===== src/rtl/demux_stream_pkg.sv =====
// Shared types and helpers for the 1-to-N stream demultiplexer.
package demux_stream_pkg;

    localparam int unsigned DROP_CNT_W = 8;
    localparam logic [DROP_CNT_W-1:0] DROP_CNT_MAX = '1;

    typedef enum logic [1:0] {
        SEL_UNICAST,
        SEL_BCAST,
        SEL_DROP
    } sel_kind_e;

    // Decide what an accepted word does, given its select and the channel count.
    function automatic sel_kind_e classify(input int unsigned sel,
                                           input int unsigned n_out,
                                           input logic        bcast_en);
        if (sel < n_out) begin
            return SEL_UNICAST;
        end
        if (bcast_en && (sel == n_out)) begin
            return SEL_BCAST;
        end
        return SEL_DROP;
    endfunction

endpackage


===== src/rtl/demux_sat_cnt.sv =====
// Saturating up-counter; sticks at all-ones.
module demux_sat_cnt #(
    parameter int unsigned W = 8
) (
    input  logic         clk_i,
    input  logic         rst_i,
    input  logic         inc_i,
    output logic [W-1:0] count_o
);

    logic [W-1:0] count_q;
    logic [W-1:0] count_d;

    always_comb begin
        count_d = count_q;
        if (inc_i && (count_q != '1)) begin
            count_d = count_q + W'(1);
        end
    end

    always_ff @(posedge clk_i or posedge rst_i) begin
        if (rst_i) begin
            count_q <= '0;
        end else begin
            count_q <= count_d;
        end
    end

    assign count_o = count_q;

endmodule


===== src/rtl/demux_stream_n.sv =====
// Registered 1-to-N valid/ready stream demux with drop counter.
// Define DEMUX_STREAM_BCAST_EN to make in_sel_i == N_OUT broadcast to all channels.
module demux_stream_n
    import demux_stream_pkg::*;
#(
    parameter int unsigned WIDTH = 8,
    parameter int unsigned N_OUT = 4,
    parameter int unsigned SEL_W = $clog2(N_OUT + 1)
) (
    input  logic                     clk_i,
    input  logic                     rst_i,
    input  logic [WIDTH-1:0]         in_data_i,
    input  logic [SEL_W-1:0]         in_sel_i,
    input  logic                     in_valid_i,
    output logic                     in_ready_o,
    output logic [N_OUT*WIDTH-1:0]   out_data_o,
    output logic [N_OUT-1:0]         out_valid_o,
    input  logic [N_OUT-1:0]         out_ready_i,
    output logic [DROP_CNT_W-1:0]    drop_cnt_o
);

`ifdef DEMUX_STREAM_BCAST_EN
    localparam logic BCAST_EN = 1'b1;
`else
    localparam logic BCAST_EN = 1'b0;
`endif

    logic [WIDTH-1:0] data_q;
    logic [WIDTH-1:0] data_d;
    logic [N_OUT-1:0] pending_q;
    logic [N_OUT-1:0] pending_d;
    sel_kind_e        kind;
    logic             retire;
    logic             accept;
    logic             drop_inc;

    // Retire is vacuously true when empty, so it doubles as the ready term.
    always_comb begin
        kind        = classify(32'(in_sel_i), N_OUT, BCAST_EN);
        retire      = ((pending_q & ~out_ready_i) == '0);
        in_ready_o  = retire;
        accept      = in_valid_i & retire;
        drop_inc    = 1'b0;
        data_d      = data_q;
        pending_d   = pending_q & ~out_ready_i;
        out_valid_o = pending_q;
        out_data_o  = '0;
        for (int unsigned k = 0; k < N_OUT; k++) begin
            if (pending_q[k]) begin
                out_data_o[k*WIDTH +: WIDTH] = data_q;
            end
        end
        if (accept) begin
            case (kind)
                SEL_UNICAST: begin
                    data_d    = in_data_i;
                    pending_d = N_OUT'(1) << in_sel_i;
                end
`ifdef DEMUX_STREAM_BCAST_EN
                SEL_BCAST: begin
                    data_d    = in_data_i;
                    pending_d = '1;
                end
`endif
                default: begin
                    drop_inc = 1'b1;
                end
            endcase
        end
    end

    always_ff @(posedge clk_i or posedge rst_i) begin
        if (rst_i) begin
            data_q    <= '0;
            pending_q <= '0;
        end else begin
            data_q    <= data_d;
            pending_q <= pending_d;
        end
    end

    demux_sat_cnt #(
        .W (DROP_CNT_W)
    ) u_drop_cnt (
        .clk_i   (clk_i),
        .rst_i   (rst_i),
        .inc_i   (drop_inc),
        .count_o (drop_cnt_o)
    );

endmodule


===== config.mk =====
export PLATFORM = sky130hd
export DESIGN_NAME = demux_stream_n
export DESIGN_NICKNAME = d
export VERILOG_FILES = /design/src/rtl/demux_stream_pkg.sv /design/src/rtl/demux_sat_cnt.sv /design/src/rtl/demux_stream_n.sv
export SDC_FILE = /design/constraint.sdc
export NUM_CORES = 1
export LEC_CHECK = 0
export CAP_MARGIN = 20
export CORE_MARGIN = 2
export CORE_UTILIZATION = 34
export DETAILED_ROUTE_END_ITERATION = 8
export GPL_ROUTABILITY_DRIVEN = 0
export GPL_TIMING_DRIVEN = 0
export PLACE_DENSITY = 0.83
export REMOVE_ABC_BUFFERS = 1
export SYNTH_ARGS = -nofsm -noshare
export SYNTH_HDL_FRONTEND = slang
export SYNTH_SLANG_ARGS = --single-unit

===== constraint.sdc =====
create_clock -name clk_i -period 1.8 [get_ports clk_i]
set_clock_uncertainty 0.1 [all_clocks]
set_input_delay 0.36 -clock clk_i [delete_from_list [all_inputs] [get_ports clk_i]]
set_output_delay 0.36 -clock clk_i [all_outputs]
set_load 0.02 [all_outputs]

==> qor.yml <==
outcome:
  status: "finished clean"
placement:
  portBuffers: 62
  hpwl_mm: 2.18
  numPlacedInstances: 203
clock_network:
  clk_path_buf_depth: 2
  htreeDepth: 1
  insertion_delay_ns: 0.29
  clkSlewWorstSetupHoldPaths_ns: 0.11
  clock-sinks: 20
  numCtsBuffers: 3
  cts_tree: "done"
  root_buffer: "clkbuf_4"
setup_path:
  end_kind: "flop"
  crit_family: "simple AND/OR/NAND/NOR gates"
  timing.rr.end: "data_q[4]"
  cpPeakStageDelay_ns: 0.45
  cp_max_fo: 6
  endpoint: "data_q[4]"
  start_kind: "input pin"
  crit_type: "in -> reg"
  cp.required_ns: 1.89
  worst-r2r-setup-slack_ns: 0.01
  cpMaxStageDelayCell: "clkdlybuf4s50_1"
  cp-startpoint: "out_ready_i[0]"
  crit_buf_inv: 2
  cp.depth: 6
  path_cells: "clkdlybuf4s50_1 -> nand2b_2 -> and4_4 -> buf_6 -> and3b_2 -> mux2_4"
  timing.rr.start: "out_valid_o[2]"
  ff2ff_path_depth: 6
  arrival_ns: 1.89
synthesis:
  avgSynthCellArea_um2: 11.3
  ys_ff_latch: 20
  synthMuxAreaShare_pct: 13.1
  synth_top_area_cell: "dfrtp_1"
  post_synth_num_cell_types: 24
  synth_area_leaders: "dfrtp_1 45%, and2_1 13%, mux2_4 12%"
  synth_top_family_by_area: "simple AND/OR/NAND/NOR gates"
  yosysWarnings: 0
  synth.top_cell.area_share_pct: 44.6
  synth-simple-area-share_pct: 31.9
  synth-adder-area-share_pct: 1.12
  netlist_area_um2: 1120
  synth_compound_area_share_pct: 3.01
  yosysSeqAreaShare_pct: 44.6
  synth_xor_area_share_pct: 3.91
  synthCells: 99
floorplan:
  die_height_um: 61.4
  start_util_pct: 36.1
  io_pins: 63
  rows: 20
  core-area_um2: 3100
  die-area_um2: 3770
  die_width_um: 61.4
sta:
  slew_viol_final: 0
  clock.fmax_mhz: 556
  relSlewSlack_pct: 48.5
  finalSetupViolations: 0
  rsz0062_at_grt: "true"
  tightest_slew_ns: 0.772
  fin_crit_ns: 1.80
  finalHoldViolations: 0
  period_share_pct: 99.8
run:
  max_cap_viol_count: 0
global_route:
  groute.usage.overall_pct: 18.2
  overflow: 0
  grt_pass1_vias: 1050
  grt_max_degree: 21
  antenna_found_initial: 0
  grt_pass1_wl_mm: 5.06
detailed_routing:
  drc: 0
  ant_nets: 0
  drtIter0Drc: 28
  routedWlPerCell_um: 15.1
  route.vias.total: 1035
  dr.pass1.iters: 4
  wl_mm: 3.31
  avgViaCountPerCell: 4.73
pwr:
  pwr-share-comb_pct: 37.9
  p_leak_uw: 0.000978
  irDropWorstVdd_uv: 698
  switching_share_pct: 33.7
  p_total_uw: 1650
  switching_power_uw: 557
  p_int_uw: 1100
  clkPwrFrac_pct: 21.9
  seq_power_share_pct: 40.3
  power_density_nw_per_um2: 894
cells_and_area:
  instances_no_fill: 219
  num-nets-final: 195
  antennaDiodeCount: 0
  final_layout_size_suffix_gt1_share_pct: 42.9
  final_util_pct: 59.6
  syn_to_final_growth_pct: 65.0
worst_hold_path:
  min_delay_path_depth: 3
  worstHoldPathType: "in -> reg"
  hold_start: "out_ready_i[3]"
==> registers in the layout (all words and copies together) (netlist names) <==
register	count
data_q	8
out_valid_o	4
u_drop_cnt.count_o	8
==> what timing repair did <==
item / CTS / global route
hold buffers: 0 / 0
endpoints found under the setup margin: 52 / 41
pin swaps: 0 / 1
gates resized for setup: 71 / 58
buffers inserted: 8 / 3
cloned: 1 / 0
==> cell families (layout without fill, tap and decap cells) <==
family | Yosys count | after routing
XOR/XNOR | 5 | 5
flip-flops | 20 | 20
AO/OA/AOI/OAI | 6 | 6
buffers and inverters | 3 | 78
adder cells (fa/ha/maj) | 1 | 1
AND/OR/NAND/NOR | 54 | 55
multiplexers | 10 | 10
==> layout make-up <==
cell class	count	area (um^2)
clock buffers	3	22.5
clock inverters	1	30.0
fillers	307	1250
inverters	1	3.75
multi-input cells	77	639
flip-flops and latches	20	505
well taps	44	55.1
repair buffers	73	593
==> layer usage <==
layer	track usage, %	vias to the layer above	part of all wire (%)
li1	-	491	-
met1	22.8	490	42
met2	33.0	50	50
met3	2.52	4	6.6
met4	4.86	0	1.1
met5	0	-	0
==> metrics by stage <==
stage | setup slack (ns) | TNS [ns] | cell area (um^2) | hold WS, ns
finish | 0.00275 | 0 | 1850 | 0.377
global route | -0.0372 | -0.122 | 1850 | 0.364
CTS | -0.0968 | -0.129 | 1870 | 0.398
detailed placement | -0.533 | -6.34 | 1770 | 0.396
global placement | -0.499 | -5.67 | 1770 | 0.384
floorplan | -0.0905 | -0.724 | 1100 | 0.224
==> power groups by stage <==
stage	logic, uW	clock network (uW)	registers [uW]
2_1_floorplan	273	0	731
6_report	626	361	666
5_1_grt	671	390	686
3_5_place_dp	627	0	683
4_1_cts	591	368	671
3_3_place_gp	612	0	680
==> cells in the final DEF (no fill, tap or decap), types with 2 or more instances in the layout <==
cell type and count:
buf_4 7, and2_2 8, clkbuf_4 3, buf_6 5
nand4_1 4, and2_1 24, dlymetal6s2s_1 4, nand2b_4 3
dfrtp_2 4, clkdlybuf4s15_1 3, dlygate4sd2_1 11, xnor2_1 4
mux2_4 10, nand2b_1 2, clkbuf_2 23, nand2_1 4
clkdlybuf4s15_2 2, o21ai_0 3, buf_2 2, clkdlybuf4s50_1 16
dfrtp_1 16, and4_4 2
==> Yosys cell counts (all sizes together) <==
cell type / number
a21oi: 1
a31oi: 1
and2: 32
and3: 3
and3b: 1
and4: 3
buf: 2
dfrtp: 20
ha: 1
inv: 1
mux2: 10
nand2: 4
nand2b: 6
nand3b: 1
nand4: 4
o21ai: 3
o31ai: 1
xnor2: 4
xor2: 1
==> worst min-delay path, stage by stage <==
cell	delay, ns
dlymetal6s2s_1	0.11
nand2b_4	0.14
o21ai_0	0.11
==> worst min path at each step <==
| stage | end |
|---|---|
| 6_report | out_valid_o[3] |
| 5_1_grt | out_valid_o[3] |
| 4_1_cts | u_drop_cnt.count_o[5] |
| 3_5_place_dp | u_drop_cnt.count_o[7] |
| 3_3_place_gp | u_drop_cnt.count_o[5] |
| 2_1_floorplan | data_q[0] |
(Power assumes the default switching activity.)
